[src/rtl/interp_deci_pkg.sv]
// ----------------------------------------------------------------------------
// interp_deci_pkg : shared types and helpers for the interp_deci_mc bridge.
// rev 1.0
// ----------------------------------------------------------------------------
`default_nettype none

package interp_deci_pkg;

  typedef enum logic [1:0] {
    ZERO = 2'd0,
    HOLD = 2'd1,
    ACC  = 2'd2
  } mode_e;

  // Clamp a signed value to the range of a w-bit two's-complement number.
  function automatic logic signed [31:0] sat_w(input logic signed [31:0] acc, input int w);
    logic signed [31:0] hi;
    logic signed [31:0] lo;
    hi = (32'sd1 <<< (w - 1)) - 32'sd1;
    lo = -hi - 32'sd1;
    if (acc > hi) return hi;
    if (acc < lo) return lo;
    return acc;
  endfunction

  function automatic int ch_slice(input int c, input int w);
    return c * w;
  endfunction

endpackage

`default_nettype wire

[src/rtl/frame_fifo.sv]
// ----------------------------------------------------------------------------
// frame_fifo : DEPTH-frame FIFO with pop-before-push and synchronous flush.
// rev 1.0
// ----------------------------------------------------------------------------
`default_nettype none

module frame_fifo
  import interp_deci_pkg::*;
#(
  parameter int W     = 10,
  parameter int CH    = 4,
  parameter int DEPTH = 4
) (
  input  logic                         clk,
  input  logic                         rst,
  input  logic                         push,
  input  logic                         pop,
  input  logic                         flush,
  input  logic [W*CH-1:0]              din,
  output logic [W*CH-1:0]              dout,
  output logic [$clog2(DEPTH):0]       level,
  output logic                         full,
  output logic                         empty
);

  localparam int DW = W * CH;
  localparam int PW = $clog2(DEPTH);

  logic [DW-1:0] mem [DEPTH];
  logic [PW-1:0] wp;
  logic [PW-1:0] rp;
  logic [PW:0]   cnt;
  logic          do_pop;
  logic          do_push;

  assign full    = (cnt == (PW+1)'(DEPTH));
  assign empty   = (cnt == '0);
  assign level   = cnt;
  assign dout    = mem[rp];
  // A pop frees the slot first, so a full FIFO still accepts a same-cycle push.
  assign do_pop  = pop && !empty;
  assign do_push = push && (!full || do_pop);

  always_ff @(posedge clk) begin
    if (do_push && !flush) mem[wp] <= din;
  end

  always_ff @(posedge clk or posedge rst) begin
    if (rst) begin
      wp  <= '0;
      rp  <= '0;
      cnt <= '0;
    end else if (flush) begin
      wp  <= '0;
      rp  <= '0;
      cnt <= '0;
    end else begin
      if (do_push) wp <= wp + PW'(1);
      if (do_pop)  rp <= rp + PW'(1);
      if (do_push && !do_pop)      cnt <= cnt + (PW+1)'(1);
      else if (do_pop && !do_push) cnt <= cnt - (PW+1)'(1);
    end
  end

endmodule

`default_nettype wire

[src/rtl/interp_deci_mc.sv]
// ----------------------------------------------------------------------------
// interp_deci_mc : multi-channel zero-stuff / hold / accumulate-dump bridge.
// rev 1.0
// ----------------------------------------------------------------------------
`default_nettype none

module interp_deci_mc
  import interp_deci_pkg::*;
#(
  parameter int W     = 10,
  parameter int CH    = 4,
  parameter int DEPTH = 4
) (
  input  logic                    clk,
  input  logic                    rst,
  input  logic                    eni,
  input  logic                    eno,
  input  logic [1:0]              mode,
  input  logic                    clr_flags,
  input  logic [CH*W-1:0]         in,
  output logic [CH*W-1:0]         out,
  output logic                    out_vld,
  output logic [$clog2(DEPTH):0]  level,
  output logic                    ovf,
  output logic                    unf
);

  localparam int AW = W + $clog2(DEPTH) + 1;

  logic [1:0]            mode_q;
  mode_e                 cur;
  logic                  flush;
  logic                  acc_mode;
  logic                  fifo_push;
  logic                  fifo_pop;
  logic                  fifo_full;
  logic                  fifo_empty;
  logic                  ovf_set;
  logic                  unf_set;
  logic                  got_q;
  logic [CH*W-1:0]       fifo_dout;
  logic [CH*W-1:0]       hold_q;
  logic [CH*W-1:0]       acc_dump;
  logic signed [W-1:0]   in_c    [CH];
  logic signed [AW-1:0]  in_ext  [CH];
  logic signed [AW-1:0]  acc     [CH];
  logic signed [AW-1:0]  acc_add [CH];

  always_comb begin
    case (mode_q)
      2'd1:    cur = HOLD;
      2'd2:    cur = ACC;
      default: cur = ZERO;
    endcase
  end

  assign flush     = (mode != mode_q);
  assign acc_mode  = (cur == ACC);
  assign fifo_push = eni && !flush && !acc_mode;
  assign fifo_pop  = eno && !flush && !acc_mode;
  assign ovf_set   = fifo_push && fifo_full && !fifo_pop;
  assign unf_set   = eno && !flush && (acc_mode ? !got_q : fifo_empty);

  // Accumulators clamp at their own range on add; the dump clamps to W bits.
  always_comb begin
    acc_dump = '0;
    for (int c = 0; c < CH; c++) begin
      in_c[c]    = in[ch_slice(c, W) +: W];
      in_ext[c]  = AW'(in_c[c]);
      acc_add[c] = AW'(sat_w(32'(acc[c]) + 32'(in_c[c]), AW));
      acc_dump[ch_slice(c, W) +: W] = W'(sat_w(32'(acc[c]), W));
    end
  end

  frame_fifo #(
    .W     (W),
    .CH    (CH),
    .DEPTH (DEPTH)
  ) u_fifo (
    .clk   (clk),
    .rst   (rst),
    .push  (fifo_push),
    .pop   (fifo_pop),
    .flush (flush),
    .din   (in),
    .dout  (fifo_dout),
    .level (level),
    .full  (fifo_full),
    .empty (fifo_empty)
  );

  always_ff @(posedge clk or posedge rst) begin
    if (rst) begin
      mode_q  <= '0;
      out     <= '0;
      out_vld <= 1'b0;
      hold_q  <= '0;
      got_q   <= 1'b0;
      ovf     <= 1'b0;
      unf     <= 1'b0;
      for (int c = 0; c < CH; c++) acc[c] <= '0;
    end else begin
      mode_q  <= mode;
      out_vld <= eno && !flush;
      ovf     <= ovf_set | (ovf & ~clr_flags);
      unf     <= unf_set | (unf & ~clr_flags);
      if (flush) begin
        got_q <= 1'b0;
        for (int c = 0; c < CH; c++) acc[c] <= '0;
      end else if (acc_mode) begin
        if (eno) begin
          out   <= acc_dump;
          got_q <= eni;
          for (int c = 0; c < CH; c++) acc[c] <= eni ? in_ext[c] : '0;
        end else if (eni) begin
          got_q <= 1'b1;
          for (int c = 0; c < CH; c++) acc[c] <= acc_add[c];
        end
      end else if (eno) begin
        if (!fifo_empty) begin
          out    <= fifo_dout;
          hold_q <= fifo_dout;
        end else begin
          out <= (cur == HOLD) ? hold_q : '0;
        end
      end
    end
  end

endmodule

`default_nettype wire

[config.mk]
export PLATFORM = sky130hd
export DESIGN_NAME = interp_deci_mc
export DESIGN_NICKNAME = d
export VERILOG_FILES = /design/src/rtl/interp_deci_pkg.sv /design/src/rtl/frame_fifo.sv /design/src/rtl/interp_deci_mc.sv
export SDC_FILE = /design/constraint.sdc
export NUM_CORES = 1
export LEC_CHECK = 0
export BUFFER_PORTS_ARGS = -buffer_cell sky130_fd_sc_hd__buf_2
export CORE_AREA = 2 2 297 211
export CTS_CLUSTER_DIAMETER = 150
export DETAILED_ROUTE_END_ITERATION = 8
export DIE_AREA = 0 0 299 213
export PLACE_DENSITY_LB_ADDON = 0.2
export SYNTH_ARGS = -nofsm -noshare
export SYNTH_HDL_FRONTEND = slang
export SYNTH_SLANG_ARGS = --single-unit
[constraint.sdc]
create_clock -name clk -period 6.2 [get_ports clk]
set_input_delay 1.24 -clock clk [delete_from_list [all_inputs] [get_ports clk]]
set_output_delay 1.24 -clock clk [all_outputs]
set_load 0.01 [all_outputs]
==> results list, run 1 <==
- Summed over all failing endpoints, the final setup total negative slack is 0 ps.
* Crit Path Category: in -> reg
- Total DRC errors in the routed layout: 0
- The cell sitting at the root of the clock tree is a sky130_fd_sc_hd__clkbuf_16.
* Number of antenna diodes: 0
* Wirelength, routed: 45300 um
- For this run, the number of Yosys warnings is 0.
* Final slew viol count: 0
* Result of the run: finished, final reports clean
- Leaving out fill and tap cells, the most frequent cell in the layout is sky130_fd_sc_hd__edfxtp_1.
* Maximum buffer depth of the clock tree: 3
* Vias in the first global route: 10479
- Peak VDD IR: ~0.24 mV
- End of the worst register-to-register path: acc[42]
- The path with the worst hold slack has its endpoint at hold_q[0].
* Clock slew seen by the registers of the worst setup and hold paths: ~70 ps
- For this block, the initial DRC count from the detailed router was between 800 and 900.
- Placeable core region: between 0.06 and 0.07 mm2
- Port Buffer Count: 92
- Final Total Pwr: ~6.2 mW
- In the final routed layout, each cell accounts on average for ~21 um.
- GR Util All Layers: 0.144
* Final standard cell area without fillers: 0.0177 mm2
* Net total in the final layout: around 1400
* Relative slew slack: 0.254
- Gate count after technology mapping: around 1200
* Core utilization of the finished layout: 0.290
* Number of top-level pins: 93
* Hold Vio Cnt, Final: 0
- Timing would allow up to around 270 MHz.
- Insertion delay to the later sink of the worst-skew pair: ~600 ps
- CTS sink cnt: ~310
* Setup slack on the worst flop-to-flop path: between 2000 and 3000 ps
- Share of post-route cells with drive strength above 1: 0.186
- The congestion estimate from routability-driven global placement came to ~0.78.
- In this run, synthesis produced a sequential element count of slightly above 300.
* Startpoint kind of the worst setup timing path: input port
- Setup repair after global routing left no endpoint under its margin.
* Most used DFF post-synth: sky130_fd_sc_hd__edfxtp_1
- H-tree depth: 1
- Of the synthesized area, sequential elements account for 0.560.
- Post-Synthesis Net Count: about 1300
* Mean number of vias per cell: 4.88
- Of the available clock period, the critical path in the final layout requires 0.604.
* Dpl hpwl: 30400 um
- Once detail routing completed, the nets flagged for antenna violations numbered 0.
- Power density over the cells: 352 mW/mm2
- Setup slack closes at about 2500 ps.
* Post-synthesis to final-layout area growth: 17.4%
- The number of placed instances, taps included, is ~2100.
- For this run the aggregate overflow at the end of global routing stands at 0.
* Measured slew at the worst slew-check pin: around 1100 ps
- Final setup violation count: 0
- CTS tree: yes
- The first global-routing pass estimated around 69000 um of wire.
- Post-cts hold buffer count: 0
- After the flow finishes, the layout carries non-filler instances totaling approximately 2200.
- The path class of the tightest hold or removal check is reg -> reg.
- Library cells used by synthesis: 67
- Die height: roughly 210 um
- Largest net degree at the start of global routing: 57
- Number of cells on the worst reg-to-reg path: 8
- The startpoint identified for the worst register-to-register timing path is acc[41].
* Initial core utilization: 0.247
- Setup Slack @ Placement: 1880 ps
* Critical path endpoint category: flip-flop
* Post-synthesis area per instance: roughly 12 um2
* Num CTS Buffers: 31
* Post-route clock skew: between 15 and 20 ps
- The library cells used most frequently in the layout, excluding fill and tap cells, are sky130_fd_sc_hd__edfxtp_1 (160), sky130_fd_sc_hd__dfrtp_1 (143), sky130_fd_sc_hd__nand2_1 (113).
- Initial antenna violation count: 4
- CP required: ~6700 ps
- The startpoint identified for the worst hold timing path is hold_q[0].
- In this run the worst path has a maximum fanout of 9.
- Width of the die: 299 um
- First-pass detailed-route iteration total: 5
- Number of vias in the routed layout: around 11000
* Number of flops mapped to enable cells by yosys: 160
- Die area: about 0.064 mm2
- Data arrival at the endpoint of the critical path: around 4200 ps
* Post-placement cell area: approximately 0.017 mm2
- The smallest clock period supported by the final layout is computed as ~3700 ps.
- Number of instances on the worst hold path: 1
- The floorplan has 76 rows.
- Once the clock tree was built, the resizer swapped 0 gates to a different size.
* Hold Slack: 478 ps
* Post-CTS Setup Repair Bufs: 0
* Static leakage: 7.31 nW
* Async SR Flop Fraction: 0.475
* Max cap viols: 0
* Area of the mapped netlist: 0.0151 mm2
## critical path: stages
cell and delay [ps]:
sky130_fd_sc_hd__buf_2 150, sky130_fd_sc_hd__ha_1 350, sky130_fd_sc_hd__o21ai_0 330, sky130_fd_sc_hd__nor3_1 90, sky130_fd_sc_hd__a2111oi_1 710, sky130_fd_sc_hd__a211oi_1 210
sky130_fd_sc_hd__o2111ai_1 270, sky130_fd_sc_hd__nand3_1 440, sky130_fd_sc_hd__o221a_2 440
## layout make-up
| type | instances | area (um2) |
|---|---|---|
| inverter | 38 | 148 |
| tap | 819 | 1020 |
| multi-input combinational | 841 | 6310 |
| clock inverter | 22 | 313 |
| sequential | 305 | 8440 |
| fill | 6245 | 43200 |
| timing repair buffer | 115 | 633 |
| clock buffer | 36 | 805 |
## power breakdown
| group | internal [mW] | switching, mW | total [mW] |
|---|---|---|---|
| clock | 1.23 | 0.867 | 2.09 |
| combinational | 0.632 | 0.858 | 1.49 |
| sequential | 2.43 | 0.207 | 2.64 |
| total | 4.29 | 1.93 | 6.23 |
## how the worst max path moves through the flow
stage	start	endpoint	slack, ps	depth (start not counted)
after floorplan	rst	acc[0]	1070	1
after global placement	mode[1]	u_fifo.mem[3][23]	1890	8
after detailed placement	in[2]	acc[42]	1880	9
after CTS	in[2]	acc[42]	2530	9
after global routing	in[10]	acc[30]	2240	11
final	in[2]	acc[42]	2450	9
## Yosys cell counts, drive strengths merged, types with 4 or more instances
| library cell | number | area, um2 |
|---|---|---|
| nand2b | 6 | 37.5 |
| nor2 | 56 | 218 |
| ha | 56 | 701 |
| xor2 | 16 | 140 |
| xnor2 | 15 | 131 |
| a221oi | 38 | 333 |
| dfrtp | 145 | 3630 |
| mux4 | 40 | 901 |
| buf | 8 | 32.5 |
| or3 | 6 | 37.5 |
| o31ai | 8 | 60.1 |
| nor2b | 15 | 93.8 |
| o31a | 5 | 43.8 |
| nor4 | 4 | 25.0 |
| o211ai | 18 | 149 |
| nand3 | 18 | 90.1 |
| o21bai | 4 | 30.0 |
| nand2 | 114 | 428 |
| nor3 | 20 | 105 |
| clkbuf | 45 | 169 |
| a21o | 53 | 398 |
| inv | 38 | 143 |
| o221a | 19 | 214 |
| o21a | 14 | 105 |
| and2 | 45 | 282 |
| nand4 | 7 | 43.8 |
| o21ai | 95 | 475 |
| a31oi | 5 | 31.3 |
| mux2i | 5 | 50.1 |
| fa | 5 | 100 |
| a21oi | 76 | 380 |
| a211oi | 11 | 87.6 |
| a22oi | 8 | 60.1 |
| edfxtp | 160 | 4800 |
| and3 | 7 | 43.8 |
| a221o | 11 | 110 |
## state kept, by name (all words and copies together), names as in the netlist
signal and flops:
mode_q 2, u_fifo.mem 160, acc 52, hold_q 40, out 40, out_vld 1, u_fifo.wp 2, got_q 1
u_fifo.level 3, unf 1, ovf 1, u_fifo.rp 2
## kinds of logic (layout without fill, tap and decap cells)
logic type	count (synthesis)	in the layout	synth area share
AO/OA/AOI/OAI	388	388	0.179
XOR/XNOR	31	31	0.0180
adder cells (fa/ha/maj)	62	62	0.0539
buffers and inverters	91	211	0.0229
flip-flops	305	305	0.560
multiplexers	48	48	0.0654
AND/OR/NAND/NOR	312	312	0.101
## routing by layer
metal | vias up | global-route usage | wire length, um
li1 | 4964 | - | -
met1 | 5326 | 0.219 | 23100
met2 | 271 | 0.210 | 18900
met3 | 48 | 0.0261 | 2410
met4 | 2 | 0.0310 | 876
met5 | - | 0 | 16
(Power assumes the default switching activity.)
==> run 2: changes to the inputs <==
==> constraint.sdc (replaced) <==
create_clock -name clk -period 3.5 [get_ports clk]
set_input_delay 0.7 -clock clk [delete_from_list [all_inputs] [get_ports clk]]
set_output_delay 0.7 -clock clk [all_outputs]
set_load 0.01 [all_outputs]
==> run 2 against run 1 <==
Net effect: core utilization rose by 0.71 points; clock power rose by 81%; sequential cell count unchanged; sequential share of layout area down 1.1 points; first-iteration DRC count decreased by 24%; setup slack lost 2100 ps; count of clock-buffer cells in the layout grew 12; sequential power is 77% higher.
==> results list, run 2 (synthesis results as in run 1) <==
* Smallest setup slack after layout: 339 ps (was 2450 ps)
- The number of max-slew violations in the final report was 0 (unchanged).
- Placed insts: 2151 (was 2118)
- The per-cell via count in the routed design was 4.85 (was 4.88).
- The deepest clock path buffer count is 3 (unchanged).
- Vias in the first global route: 10932 (was 10479)
* Die area: 0.0637 mm2 (unchanged)
* Met2 routed WL: 19100 um (was 18900 um)
* Largest fanout on the critical path: 7 (was 9)
- Crit Path Category: reg -> reg (was in -> reg)
- Result of the run: finished, final reports clean (unchanged).
- Clock network fraction of design power: 0.339 (was 0.336)
- The H-tree level count came to 2 (was 1).
- WL met3: 2210 um (was 2410 um)
- The count of hold buffers inserted by post-cts repair came to 0 (unchanged).
- Number of nets with antenna violations after detailed routing: 0 (unchanged)
* Largest net degree at the start of global routing: 69 (was 57)
* Clock slew seen by the registers of the worst setup and hold paths: 70 ps (about the same)
* Sw power: 3.39 mW (was 1.93 mW)
- End of the worst register-to-register path: acc[6] (was acc[42])
* Setup slack on the worst flop-to-flop path: 340 ps (was 2850 ps)
- Top flop regs: u_fifo.mem: 160 flops, acc: 52 flops (unchanged).
- Static timing analysis puts the maximum clock frequency at 316 MHz.
- The smallest hold slack came to 229 ps (was 478 ps).
* Final clock period utilization by the worst path: 0.903
- The total clock sinks was 305 (unchanged).
- The effective utilization at floorplan is 0.247 (unchanged).
- First-pass detailed-route iteration total: 5 (unchanged)
- The number of resized instances in the post-cts repair step came to 0 (unchanged).
* Remaining Overflow, GRT: 0 (unchanged)
* Top routing layer in use: met5 (unchanged)
- The switching power as a share of total power is 0.304 (was 0.310).
* Wire length of the first global-routing pass: 69300 um (was 69400 um)
- Final min period: about 3200 ps
- Static leakage: 7.54 nW (was 7.31 nW)
* Share of total power in combinational logic: 0.241 (was 0.239)
- The sum of routed wire segments on met1 is 23300 um (was 23100 um).
- Setup repair after global routing missed its margin: no (unchanged).
- The count of port buffers added during placement came to 92 (unchanged).
* Share of post-route cells with drive strength above 1: 0.206 (was 0.186)
* Number of vias in the routed layout: 10743 (was 10611)
- The root buffer cell is sky130_fd_sc_hd__clkbuf_16 (unchanged).
- The number of nets in the layout was 1477 (was 1440).
- Measured slew at the worst slew-check pin: 937 ps (was 1120 ps)
- The power density of the placed cells was 616 mW/mm2 (was 352 mW/mm2).
- Most frequent cells in the layout: sky130_fd_sc_hd__edfxtp_1 (160), sky130_fd_sc_hd__dfrtp_1 (143), sky130_fd_sc_hd__nand2_1 (113) (unchanged).
- The count of buffers added by post-CTS timing repair for setup came to 0 (unchanged).
- Hold Vio Cnt, Final: 0 (unchanged)
* Max cap viols: 0 (unchanged)
* CTS tree: yes (unchanged)
* Final setup violation count: 0 (unchanged)
- Peak VDD IR: 0.266 mV (was 0.243 mV)
* Post-route clock skew: 14.7 ps (was 17.3 ps)
- The global router's overall resource usage came to 0.143 (was 0.144).
* Num CTS Buffers: 35 (was 31)
- Data arrival at the endpoint of the critical path: 3590 ps (was 4240 ps)
- The data required time of the critical path came to 3930 ps (was 6690 ps).
- Dpl hpwl: 29600 um (was 30400 um)
- Total DRC errors in the routed layout: 0 (unchanged)
* FF-to-FF Start: acc[4] (was acc[41])
- Number of cells on the worst reg-to-reg path: 8 (unchanged)
* Relative slew slack: 0.373 (was 0.254)
- The I/O pin total came to 93 (unchanged).
- Post-synthesis to final-layout area growth: 20.3% (was 17.4%)
- The sequential cell fraction of total power is 0.420 (was 0.424).
* Startpoint kind of the worst setup timing path: flip-flop (was input port)
* Insertion delay to the later sink of the worst-skew pair: 530 ps (was 600 ps)
- The final cell count without fillers is 2214 (was 2176).
* FP Rows: 76 (unchanged)
- Die height: 213 um (unchanged)
* Number of antenna diodes: 0 (unchanged)
- The number of antenna violations at the first check in global routing was 3 (was 4).
- The path type of the worst min-delay path is in -> async (was reg -> reg).
- Most frequent standard cell in the layout excluding fill and tap cells: sky130_fd_sc_hd__edfxtp_1 (unchanged)
* Placeable core region: 0.0609 mm2 (unchanged)
* Core utilization of the finished layout: 0.298 (was 0.290)
- RePlAce Congestion: 0.819 (was 0.782)
- The total power draw is 11.1 mW (was 6.23 mW).
* Wirelength, routed: 45300 um (about the same)
- Setup Slack @ Placement: -64.3 ps (was 1880 ps)
- The width of the die is 299 um (unchanged).
* Max reg flops: 160 (unchanged)
- Largest Register: u_fifo.mem (unchanged)
* Number of DRC violations after detailed-routing iteration 0: 641 (was 847)
* Critical path endpoint category: flip-flop (unchanged)
* Internal power of the cells: 7.75 mW (was 4.29 mW)
- The routed length per placed instance is 20.5 um (was 20.8 um).
run 2: cell count changes in the layout (fill, tap and decap cells not counted), moves of 2 or more:
cell,delta
sky130_fd_sc_hd__clkinv_2,-2
sky130_fd_sc_hd__buf_12,+10
sky130_fd_sc_hd__bufinv_16,-4
sky130_fd_sc_hd__buf_4,+23
sky130_fd_sc_hd__clkinv_4,+2
sky130_fd_sc_hd__clkbuf_16,+6
sky130_fd_sc_hd__clkbuf_1,+2
sky130_fd_sc_hd__clkbuf_8,+4
run 2: per-stage QoR:
step	TNS [ps]	cell area, um2
final	0	18100
after global routing	0	18100
after CTS	0	18100
after detailed placement	-172	16900
after global placement	-21.9	16900
after floorplan	0	15100
run 2: worst max path at each step:
stage                        from                to
after global routing       acc[0]            acc[6]
after floorplan           mode[1]  u_fifo.mem[0][0]
final                      acc[4]            acc[6]
after global placement     in[30]            acc[6]
after CTS                  acc[4]            acc[6]
after detailed placement   in[30]            acc[6]
run 2: final cells by class:
type | count | area (um2)
inverter | 38 | 146
multi-input combinational | 841 | 6310
sequential | 305 | 8440
clock buffer | 48 | 1020
tap | 819 | 1020
fill | 6278 | 42700
clock inverter | 15 | 160
timing repair buffer | 148 | 1010
run 2: per-layer routing:
layer | GRT usage | vias up
met5 | 0 | -
met4 | 0.0283 | 2
met3 | 0.0270 | 54
met2 | 0.212 | 215
met1 | 0.217 | 5450
li1 | - | 5022
run 2: worst max-delay path, cell delays in order (launching register included):
cell,delay (ps)
sky130_fd_sc_hd__dfrtp_1,430
sky130_fd_sc_hd__ha_1,250
sky130_fd_sc_hd__or4_1,590
sky130_fd_sc_hd__o211ai_1,220
sky130_fd_sc_hd__a21boi_0,210
sky130_fd_sc_hd__o21ai_0,780
sky130_fd_sc_hd__buf_4,270
sky130_fd_sc_hd__a21oi_1,80
sky130_fd_sc_hd__o31ai_1,230
run 2: power groups by stage:
stage                     sequential, mW  clock [mW]  combinational, mW
final                               4.68        3.78               2.69
after detailed placement            4.75           0               2.71
after global placement              4.73           0               2.69
after CTS                           4.68        3.91               2.73
after floorplan                     4.72           0               1.77
after global routing                4.75        4.04               3.02
==> run 3: changes to the inputs <==
--- a/config.mk
+++ b/config.mk
@@ -7,9 +7,11 @@
 export LEC_CHECK = 0
 export BUFFER_PORTS_ARGS = -buffer_cell sky130_fd_sc_hd__buf_2
 export CORE_AREA = 2 2 297 211
+export CTS_BUF_LIST = sky130_fd_sc_hd__clkbuf_4
 export CTS_CLUSTER_DIAMETER = 150
 export DETAILED_ROUTE_END_ITERATION = 8
 export DIE_AREA = 0 0 299 213
+export MAX_ROUTING_LAYER = met4
 export PLACE_DENSITY_LB_ADDON = 0.2
 export SYNTH_ARGS = -nofsm -noshare
 export SYNTH_HDL_FRONTEND = slang
==> run 3 against run 2 <==
Net effect: total power shrank 3.2%; largest cell class unchanged; sequential cell count unchanged; clock power fell by 9.5%.
==> results list, run 3 (synthesis results as in run 1) <==
* RePlAce Congestion: 0.832 (was 0.819)
- Max reg flops: 160 (unchanged)
- Series of cell instances along the critical path: ha_1 > or4_1 > o211ai_1 > a21boi_0 > o21ai_0 > buf_4 > a21oi_1 > o31ai_1 (unchanged)
* Top flop regs: u_fifo.mem: 160 flops, acc: 52 flops (unchanged)
* Total DRC errors in the routed layout: 0 (unchanged)
- Number of vias in the routed layout: 10969 (was 10743)
- Number of DRC violations after detailed-routing iteration 0: 697 (was 641)
* Max cap viols: 0 (unchanged)
- The TritonCTS buffer count came to 82 (was 35).
- The count of buffers added by post-CTS timing repair for setup is 0 (unchanged).
* Post-route clock skew: 36.9 ps (was 14.7 ps)
- Highest clock frequency the design can meet: 315 MHz (was 316 MHz)
* Insertion delay to the later sink of the worst-skew pair: 770 ps (was 530 ps)
- The final antenna-violating net count was 0 (unchanged).
* FP Rows: 76 (unchanged)
- Mean number of vias per cell: 4.75 (was 4.85)
- Critical path endpoint category: flip-flop (unchanged)
* Most frequent cells in the layout: sky130_fd_sc_hd__edfxtp_1 (160), sky130_fd_sc_hd__dfrtp_1 (143), sky130_fd_sc_hd__clkbuf_4 (129) (was sky130_fd_sc_hd__edfxtp_1 (160), sky130_fd_sc_hd__dfrtp_1 (143), sky130_fd_sc_hd__nand2_1 (113))
- Setup repair after global routing missed its margin: no (unchanged).
* Final slew viol count: 0 (unchanged)
* Largest Register: u_fifo.mem (unchanged)
- Fin Setup TNS: 0 ps (unchanged)
- Initial antenna violation count: 3 (unchanged)
- The delay of the slowest critical-path stage is 780 ps (about the same).
- Number of top-level pins: 93 (unchanged)
* Placeable core region: 0.0609 mm2 (unchanged)
- The ratio of cells with drive above 1 in the final layout was 0.251 (was 0.206).
- Final min period: 3180 ps (was 3160 ps)
- Slowest cell on the critical path: sky130_fd_sc_hd__o21ai_0 (unchanged)
- The number of endpoints with negative hold slack in the final report was 0 (unchanged).
* Hold crit path type: in -> reg (was in -> async)
* Largest fanout on the critical path: 7 (unchanged)
- The width of the die came to 299 um (unchanged).
* Peak VDD IR: 0.164 mV (was 0.266 mV)
- Die area: 0.0637 mm2 (unchanged)
- The global router's overall resource usage is 0.150 (was 0.143).
- Crit Path Category: reg -> reg (unchanged)
* Result of the run: finished, final reports clean (unchanged)
* CTS sink cnt: 305 (unchanged)
- Initial core utilization: 0.247 (unchanged)
- Remaining Overflow, GRT: 0 (unchanged)
- Static leakage: 7.64 nW (was 7.54 nW)
- Wire length of the first global-routing pass: 70200 um (was 69300 um)
- The pin slew with the least headroom to its limit was 915 ps (was 937 ps).
* CP required: 4150 ps (was 3930 ps)
- Die height: 213 um (unchanged)
* Most frequent standard cell in the layout excluding fill and tap cells: sky130_fd_sc_hd__edfxtp_1 (unchanged)
* Largest net degree at the start of global routing: 69 (unchanged)
* Net total in the final layout: 1527 (was 1477)
- CTS tree: yes (unchanged)
* Wirelength, routed: 45700 um (was 45300 um)
- Final Total Pwr: 10.8 mW (was 11.1 mW)
- The root buffer cell is sky130_fd_sc_hd__clkbuf_4 (was sky130_fd_sc_hd__clkbuf_16).
- Post-synthesis to final-layout area growth: 20.3% (about the same)
- The final period utilization was 0.907 (was 0.903).
* Relative slew slack: 0.384 (was 0.373)
- The count of port buffers added during placement was 92 (unchanged).
- The data arrival time at the worst-slack endpoint is 3820 ps (was 3590 ps).
- Avg WL per Cell: 19.8 um (was 20.5 um)
* Dpl hpwl: 29600 um (unchanged)
* Final setup violation count: 0 (unchanged)
- Clock slew seen by the registers of the worst setup and hold paths: 70 ps (about the same)
- The slack of the worst reg-to-reg path came to 320 ps (was 340 ps).
- Startpoint kind of the worst setup timing path: flip-flop (unchanged)
- The number of iterations in the first detailed-routing pass came to 7 (was 5).
* Vias in the first global route: 11316 (was 10932)
- The H-tree level count came to 3 (was 2).
* Number of gates resized after CTS: 0 (unchanged)
- Power density over the cells: 596 mW/mm2 (was 616 mW/mm2)
* Post-cts hold buffer count: 3 (was 0)
- The deepest clock path buffer count came to 3 (unchanged).
==> run 3: per-stage QoR <==
step	hold WS, ps	cell area (um2)	instances	util	setup WS, ps
2_1_floorplan	441	15100	1237	-	73.6
3_3_place_gp	456	16900	2151	0.278	-21.9
3_5_place_dp	464	16900	2151	0.278	-64.3
4_1_cts	59.9	18100	2308	0.297	356
5_1_grt	79.0	18100	2310	0.297	86.2
6_report	152	18100	2311	0.297	324
==> run 3: final timing paths <==
path / cells past startpoint / startpoint / to
max: 8 / acc[4] / acc[6]
min: 2 / clr_flags / unf
max reg2reg: 8 / acc[4] / acc[6]
min reg2reg: 1 / hold_q[34] / hold_q[34]
max in group asynchronous: 4 / rst / acc[8]
min in group asynchronous: 3 / rst / acc[31]
==> run 3: metal layers <==
metal	GRT usage	share of wire	vias up
li1	-	-	5192
met5	-	0	-
met2	0.211	0.42	261
met3	0.0354	0.059	60
met1	0.214	0.50	5456
met4	0.0417	0.017	0
==> run 3: area by class of cell <==
type | count | area, um2
sequential | 305 | 8440
tap | 819 | 1020
timing repair buffer | 151 | 1040
multi-input combinational | 841 | 6310
fill | 6363 | 42800
clock buffer | 129 | 968
inverter | 38 | 146
clock inverter | 25 | 164
antenna | 3 | 7.51
==> run 3: critical path, delay by kind of cell, from the launching register on <==
kind	cells	cell delay [ps]
AO/OA/AOI/OAI	5	1510
AND/OR/NAND/NOR	1	590
flip-flops	1	440
buffers and inverters	1	260
adder cells (fa/ha/maj)	1	250
==> run 3: power by group <==
part	internal, mW	leakage, nW	total (mW)	switching, mW
logic	1.18	3.64	2.70	1.52
registers	4.31	3.34	4.68	0.363
clock network	1.83	0.662	3.42	1.59
total	7.32	7.64	10.8	3.47
